File: config.mk
export PLATFORM = sky130hd
export DESIGN_NAME = level_sequencer
export DESIGN_NICKNAME = d
export VERILOG_FILES = /design/src/rtl/level_sequencer.sv
export SDC_FILE = /design/constraint.sdc
export NUM_CORES = 1
export LEC_CHECK = 0
export ABC_AREA = 0
export CORE_MARGIN = 5
export CORE_UTILIZATION = 55
export CTS_BUF_LIST = sky130_fd_sc_hd__clkbuf_4 sky130_fd_sc_hd__clkbuf_8
export CTS_CLUSTER_SIZE = 10
export DETAILED_ROUTE_END_ITERATION = 12
export PLACE_DENSITY_LB_ADDON = 0.05
export SLEW_MARGIN = 10
export SYNTH_ARGS = -nofsm -noshare
export SYNTH_HDL_FRONTEND = slang
export SYNTH_SLANG_ARGS = --single-unit
File: constraint.sdc
create_clock -name Clk -period 2.1 [get_ports Clk]
set_input_delay 0.42 -clock Clk [delete_from_list [all_inputs] [get_ports Clk]]
set_output_delay 0.42 -clock Clk [all_outputs]
set_load 0.1 [all_outputs]
File: src/rtl/level_sequencer.sv
// level_sequencer: game-progression controller. Tracks level, lives and filled
// homes, sequences IDLE/PLAY/DEATH/CLEAR/OVER/WIN, and issues one-cycle
// level_load / respawn strobes to the movers and the frog controller.
module level_sequencer #(
  parameter int unsigned NUM_LEVELS   = 3,
  parameter int unsigned START_LIVES  = 3,
  parameter int unsigned HOMES        = 5,
  parameter int unsigned PAUSE_FRAMES = 60
) (
  input  logic       Clk,
  input  logic       Reset_n,
  input  logic       frame_tick,
  input  logic       start,
  input  logic       frog_home,
  input  logic       frog_dead,
  output logic [7:0] Level,
  output logic [2:0] Lives,
  output logic [2:0] HomesFilled,
  output logic [2:0] State,
  output logic       play_en,
  output logic       respawn,
  output logic       level_load,
  output logic       game_over
);

  localparam int unsigned LEVEL_W = 8;
  localparam int unsigned CNT_W   = 3;
  localparam int unsigned PAUSE_W = 8;

  typedef enum logic [2:0] {
    S_IDLE  = 3'd0,
    S_PLAY  = 3'd1,
    S_DEATH = 3'd2,
    S_CLEAR = 3'd3,
    S_OVER  = 3'd4,
    S_WIN   = 3'd5
  } state_e;

  state_e             state_q, state_d;
  logic [LEVEL_W-1:0] level_q, level_d;
  logic [CNT_W-1:0]   lives_q, lives_d;
  logic [CNT_W-1:0]   homes_q, homes_d;
  logic [PAUSE_W-1:0] pause_q, pause_d;
  logic               start_q;
  logic               respawn_q, respawn_d;
  logic               level_load_q, level_load_d;
  logic               play_en_q, game_over_q;
  logic               start_edge;
  logic [CNT_W-1:0]   homes_inc;

  assign start_edge = start & ~start_q;
  assign homes_inc  = homes_q + CNT_W'(1);

  // Next-state, counters and strobes; strobes default low every cycle.
  always_comb begin
    state_d      = state_q;
    level_d      = level_q;
    lives_d      = lives_q;
    homes_d      = homes_q;
    pause_d      = pause_q;
    respawn_d    = 1'b0;
    level_load_d = 1'b0;
    unique case (state_q)
      S_IDLE: begin
        if (start_edge) begin
          state_d      = S_PLAY;
          level_d      = LEVEL_W'(1);
          lives_d      = CNT_W'(START_LIVES);
          homes_d      = '0;
          level_load_d = 1'b1;
          respawn_d    = 1'b1;
        end
      end
      S_PLAY: begin
        // A death wins over a same-cycle home landing.
        if (frog_dead) begin
          if (lives_q == CNT_W'(1)) begin
            lives_d = '0;
            state_d = S_OVER;
          end else begin
            lives_d = lives_q - CNT_W'(1);
            pause_d = PAUSE_W'(PAUSE_FRAMES);
            state_d = S_DEATH;
          end
        end else if (frog_home) begin
          homes_d = homes_inc;
          if (homes_inc == CNT_W'(HOMES)) begin
            pause_d = PAUSE_W'(PAUSE_FRAMES);
            state_d = S_CLEAR;
          end else begin
            respawn_d = 1'b1;
          end
        end
      end
      S_DEATH, S_CLEAR: begin
        if (frame_tick) begin
          pause_d = pause_q - PAUSE_W'(1);
          if (pause_q == PAUSE_W'(1)) begin
            if (state_q == S_DEATH) begin
              state_d   = S_PLAY;
              respawn_d = 1'b1;
            end else if (level_q == LEVEL_W'(NUM_LEVELS)) begin
              state_d = S_WIN;
            end else begin
              state_d      = S_PLAY;
              level_d      = level_q + LEVEL_W'(1);
              homes_d      = '0;
              lives_d      = (lives_q == CNT_W'(7)) ? lives_q : lives_q + CNT_W'(1);
              level_load_d = 1'b1;
              respawn_d    = 1'b1;
            end
          end
        end
      end
      S_OVER, S_WIN: begin
        if (start_edge) state_d = S_IDLE;
      end
      default: state_d = S_IDLE;
    endcase
  end

  // State and output registers with synchronous active-low reset.
  always_ff @(posedge Clk) begin
    if (!Reset_n) begin
      state_q      <= S_IDLE;
      level_q      <= LEVEL_W'(1);
      lives_q      <= CNT_W'(START_LIVES);
      homes_q      <= '0;
      pause_q      <= '0;
      start_q      <= 1'b0;
      respawn_q    <= 1'b0;
      level_load_q <= 1'b0;
      play_en_q    <= 1'b0;
      game_over_q  <= 1'b0;
    end else begin
      state_q      <= state_d;
      level_q      <= level_d;
      lives_q      <= lives_d;
      homes_q      <= homes_d;
      pause_q      <= pause_d;
      start_q      <= start;
      respawn_q    <= respawn_d;
      level_load_q <= level_load_d;
      play_en_q    <= (state_d == S_PLAY);
      game_over_q  <= (state_d == S_OVER) || (state_d == S_WIN);
    end
  end

  assign Level       = level_q;
  assign Lives       = lives_q;
  assign HomesFilled = homes_q;
  assign State       = state_q;
  assign play_en     = play_en_q;
  assign respawn     = respawn_q;
  assign level_load  = level_load_q;
  assign game_over   = game_over_q;

endmodule

; Word level (Yosys, flattened, before mapping)
; Index checks and enable logic that the tools add are counted.
[word_totals]
output_inout_bits = 21
input_bits = 6
regBits = 30
[classes]
reduce_logical = 11
eq_ne = 25
muxes = 53
n_bitwise = 2
addsub = 5
[op_table]
columns = cell, count
row1 = $mux W8, 10
row2 = $mux W3, 25
row3 = $pmux W8 S2, 2
row4 = $eq A3 B3 Y1 const B, 6
row5 = $ne A2 B2 Y1 const B, 9
row6 = $pmux W3 S3, 2
row7 = $reduce_and A8 Y1, 2
row8 = $pmux W3 S4, 1
row9 = $mux W1, 11
row10 = $eq A3 B1 Y1 const B, 3
row11 = $ne A3 B3 Y1 const B, 3
row12 = $add A8 B1 Y8 const B, 1
row13 = $eq A8 B1 Y1 const B, 1
row14 = $eq A8 B2 Y1 const B, 1
row15 = $sub A8 B1 Y8 const B, 1
row16 = $add A3 B1 Y3 const B, 2
row17 = $eq A3 B2 Y1 const B, 2
row18 = $reduce_and A6 Y1, 1
row19 = $reduce_and A5 Y1, 1
row20 = $reduce_bool A2 Y1, 2
row21 = $reduce_or A2 Y1, 2
row22 = $logic_not A3 Y1, 1
row23 = $pmux W1 S3, 1
row24 = $reduce_bool A3 Y1, 1
row25 = other kinds (5), 5

; Depth between registers and ports, before layout
[logic_depth]
word_depth = 8
depth_mapped = 8
mapped_depth_nobuf = 7

; Worst setup path after synthesis
; No wires, ideal clock.
[synth_timing]
path_type = reg-to-reg
startpoint = reg level_q[1] (netlist: Level[1])
endpoint = reg lives_q[2] (netlist: Lives[2])
slack_ps = -409
required_time_ps = 1984
setup_ps = 116
arrival_ps = 2393
synth_period_minus_slack_ps = 2509
path_stages_with_launch = 8
cell_sequence = dfxtp_1 ha_1 nor4b_2 a21oi_2 a21boi_1 buf_2 nor2_1 a31o_2
[synth_between]
elab_chain_len = 3
[synth_lines]
columns = item, line_no
row1 = start: declaration, 40  ; logic [LEVEL_W-1:0] level_q, level_d;
row2 = start signal: assignment, 137  ; level_q <= level_d;
row3 = $eq A8 B2 Y1, 102  ; end else if (level_q == LEVEL_W'(NUM_LEVELS)) begin
row4 = $ne A2 B2 Y1 (no source line), --
row5 = $reduce_and A8 Y1 (no source line), --
row6 = end signal: assignment, 127  ; lives_q <= CNT_W'(START_LIVES);
row7 = end signal: assignment, 138  ; lives_q <= lives_d;
row8 = end: declaration, 41  ; logic [CNT_W-1:0] lives_q, lives_d;
; Every way passes these cells.
; A chain may end at the register's enable or synchronous reset.

; Worst setup path in the final report
[layout_timing]
startpoint = reg pause_q[0]
endpoint = reg level_q[3] (netlist: Level[3])
[layout_between]
elab_chain_len = 3
[layout_lines]
columns = item, line_no
row1 = start: declaration, 43  ; logic [PAUSE_W-1:0] pause_q, pause_d;
row2 = start signal: assignment, 140  ; pause_q <= pause_d;
row3 = $eq A8 B1 Y1, 98  ; if (pause_q == PAUSE_W'(1)) begin
row4 = $ne A2 B2 Y1 (no source line), --
row5 = $reduce_and A6 Y1 (no source line), --
; Every way passes these cells.

==> summary.md <==
## Min path
* reg -> reg — hold crit path type
* 1 — cell depth of the worst min-delay path
* HomesFilled[0] — startpoint of the worst hold path
* HomesFilled[0] — end of the worst hold path

## Yosys
* 0 — number of enable-type register cells in the synthesized netlist
* 1740 um2 — combined area of all synthesized cells
* sky130_fd_sc_hd__dfxtp_1, sky130_fd_sc_hd__a21oi_1, sky130_fd_sc_hd__nor2_1 — Post-synth top cells
* 34.6% — fraction of post-synthesis cell area in the top cell type by area
* sky130_fd_sc_hd__dfxtp_1 — most used flip-flop cell after synthesis
* 55 — Synth cell types
* sky130_fd_sc_hd__dfxtp_1 — most common cell in the synthesized netlist
* 217 — post-synth net total
* sky130_fd_sc_hd__dfxtp_1, sky130_fd_sc_hd__ha_1, sky130_fd_sc_hd__a21oi_1 — top post-synthesis cells by area
* 0 — Warnings, synthesis
* 8.60 um2 — syn_area_per_cell
* 0% — async set-or-reset flop fraction in the synthesized netlist
* 34.6% — post-synthesis sequential area ratio
* 202 — count of mapped cells out of synthesis
* 30 — Synth Register Bits
* sky130_fd_sc_hd__dfxtp_1 — cell type with the highest aggregate area in the netlist

## Critical path
* 5 — worst-path maximum fanout
* reg -> reg — classification of the worst setup path
* 0.50 ns — critical path's largest stage delay
* 2.24 ns — signal arrival time at the worst endpoint
* sky130_fd_sc_hd__or4_1 — critical-path cell with the highest stage delay
* ha_1, nor2b_1, and4_4, buf_4, a31oi_2, or4_1, a21oi_1 — cells along the critical path
* Level[3] — end of the worst register-to-register path
* 0.11 ns — worst reg-to-reg setup slack
* flip-flop — endpoint type of the worst setup path
* 7 — Register-to-Register Path Depth
* 2.35 ns — Worst EP required
* pause_q[0] — Crit Reg-Reg Startpoint
* flip-flop — CP startpoint kind

## Floorplanning
* 66.2 um — die height
* 66.2 um — horizontal die dimension
* 27 — Boundary Pins
* 3050 um2 — core box area
* 4380 um2 — die area
* 56.9% — Initial Utilization
* 20 — standard-cell rows

## CTS
* 0.33 ns — Skew-Pair Late Insertion Delay
* built — CTS tree
* 0 — Post-CTS Repair Setup Buffers
* 5 — number of CTS-inserted buffers
* 0.09 ns — CTS clock-pin slew for the worst setup and hold paths
* 2 — CTS Buffer Depth
* sky130_fd_sc_hd__clkbuf_4 — Clock Root Buffer
* 30 — count of clock tree sinks
* 2 — H-tree levels

## Job
* 0 — max-cap violation count

## Timing
* 502 MHz — Max Fclk
* 68.1% — Slew headroom
* 94.8% — final clock period utilization by the worst path
* 0 — max-slew violation count
* 0.476 ns — transition time at the pin with the least slew margin
* 0 — number of hold violations in the final report
* 1.99 ns — Period minus WS final
* 0.00556 ns — clk_skew
* 0.458 ns — worst-case hold slack
* no — unrepaired setup endpoints after global routing
* 0 — number of setup violations in the final report
* 0.109 ns — Worst Setup Slack, final

## Layout
* 0 — antenna diode count
* 33.7% — fraction of layout instances using a drive strength above 1
* 259 — nets@finish
* 25.9% — Area growth, synth to finish

## Placed design
* 3250 um — half-perimeter wire length after detailed placement
* 26 — buffers added on ports
* 0.808 — routability congestion estimate
* -0.207 ns — dpl ws

## Global route
* 0 — antenna violations before repair
* 21.5% — global routing usage summed across all routing layers
* 1625 — via count of the first global-routing pass
* 15 — maximum number of pins on one net before global-route repair
* 0 — remaining global-route overflow
* 7400 um — first-pass GRT wire length

## Route
* 0 — residual DRC count
* 4 — Initial DRT Pass Iterations
* 0 — number of antenna-violating nets in the routed design
* 4270 um — WL final
* 1665 — via count
* 126 — detailed router's first-iteration violation count
* 14.9 um — average wire per standard cell
* 5.80 — vias per std cell

## Power and ir drop
* 473 uV — highest ir drop seen on vdd
* 0.909 nW — leakage power summed over all cells
* 706 nW/um2 — Cell Pwr Density
* 1.54 mW — overall power consumption

## Status
* finished, final reports clean — result of the run

[cell families after synthesis]
family / synth area share, %
and+or+nand+nor: 26.6
buffers and inverters: 5.69
AOI/OAI and AO/OA: 26.1
xor gates and xnor gates: 0.504
adders and majority gates: 6.48
DFF: 34.6
[final cells by class]
type	count	area (um2)
multi-input cells	152	1040
inverters	10	37.5
well taps	44	55.1
repair buffers	45	375
clock buffers	6	51.3
fillers	258	865
flip-flops and latches	30	627
[worst max-delay path: cells and delay by family, from the launching register on]
family / cells / cell delay [ns]
AO/OA/AOI/OAI: 2 / 0.32
adder cells (fa/ha/maj): 1 / 0.17
buffers and inverters: 1 / 0.12
flip-flops: 1 / 0.40
AND/OR/NAND/NOR: 3 / 0.90
[metrics by stage]
step           instance area (um2)  TNS, ns  utilization (%)  instances
2_1_floorplan                 1760  -0.0385                -        202
3_3_place_gp                  2130   -0.814             69.9        281
3_5_place_dp                  2130    -1.68             69.9        281
4_1_cts                       2180        0             71.6        287
5_1_grt                       2190        0             71.7        287
6_report                      2190        0             71.7        287
[sequential cells by signal, summed over array words and instances, names as in the netlist]
signal / count
level_load: 1
play_en: 1
game_over: 1
pause_q: 8
Lives: 3
start_q: 1
Level: 8
respawn: 1
State: 3
HomesFilled: 3
[how the worst max path moves through the flow]
stage,from,to
6_report,pause_q[0],Level[3]
5_1_grt,pause_q[0],Level[3]
2_1_floorplan,Level[1],Lives[2]
3_5_place_dp,frame_tick,Level[3]
4_1_cts,Level[0],Level[5]
3_3_place_gp,frame_tick,Level[7]
[metal layers]
| metal | track usage [%] | up-vias | wire length, um |
|---|---|---|---|
| met5 | 0 | - | 0 |
| met4 | 6.35 | 0 | 80 |
| met3 | 7.48 | 9 | 249 |
| met2 | 32.5 | 48 | 1900 |
| met1 | 28.8 | 779 | 2040 |
| li1 | - | 829 | - |
[layout by cell type (no fill, tap or decap), types with 4 or more instances in the layout]
cell type	instances
sky130_fd_sc_hd__dfxtp_2	15
sky130_fd_sc_hd__a21oi_1	21
sky130_fd_sc_hd__clkdlybuf4s50_1	5
sky130_fd_sc_hd__nor2b_1	4
sky130_fd_sc_hd__nand2_1	9
sky130_fd_sc_hd__ha_1	9
sky130_fd_sc_hd__or4_1	4
sky130_fd_sc_hd__a211o_1	4
sky130_fd_sc_hd__nor3_1	5
sky130_fd_sc_hd__or3_1	5
sky130_fd_sc_hd__buf_4	38
sky130_fd_sc_hd__nand3_1	7
sky130_fd_sc_hd__dfxtp_1	13
sky130_fd_sc_hd__nor2_1	18
sky130_fd_sc_hd__o21ai_0	14
sky130_fd_sc_hd__o31ai_1	7
sky130_fd_sc_hd__clkbuf_4	5
sky130_fd_sc_hd__inv_1	10
sky130_fd_sc_hd__nand2b_1	4
[where the power goes]
part | switching (mW) | internal (mW)
combinational | 0.366 | 0.187
sequential | 0.0461 | 0.610
clock | 0.185 | 0.151
total | 0.597 | 0.947
[timing repair]
action                                 CTS  global route
hold buffers                             0             0
setup endpoints to repair                0             8
resized for setup                        0             1
endpoints found under the hold margin    0             0
Power figures use the tool's default switching activity.
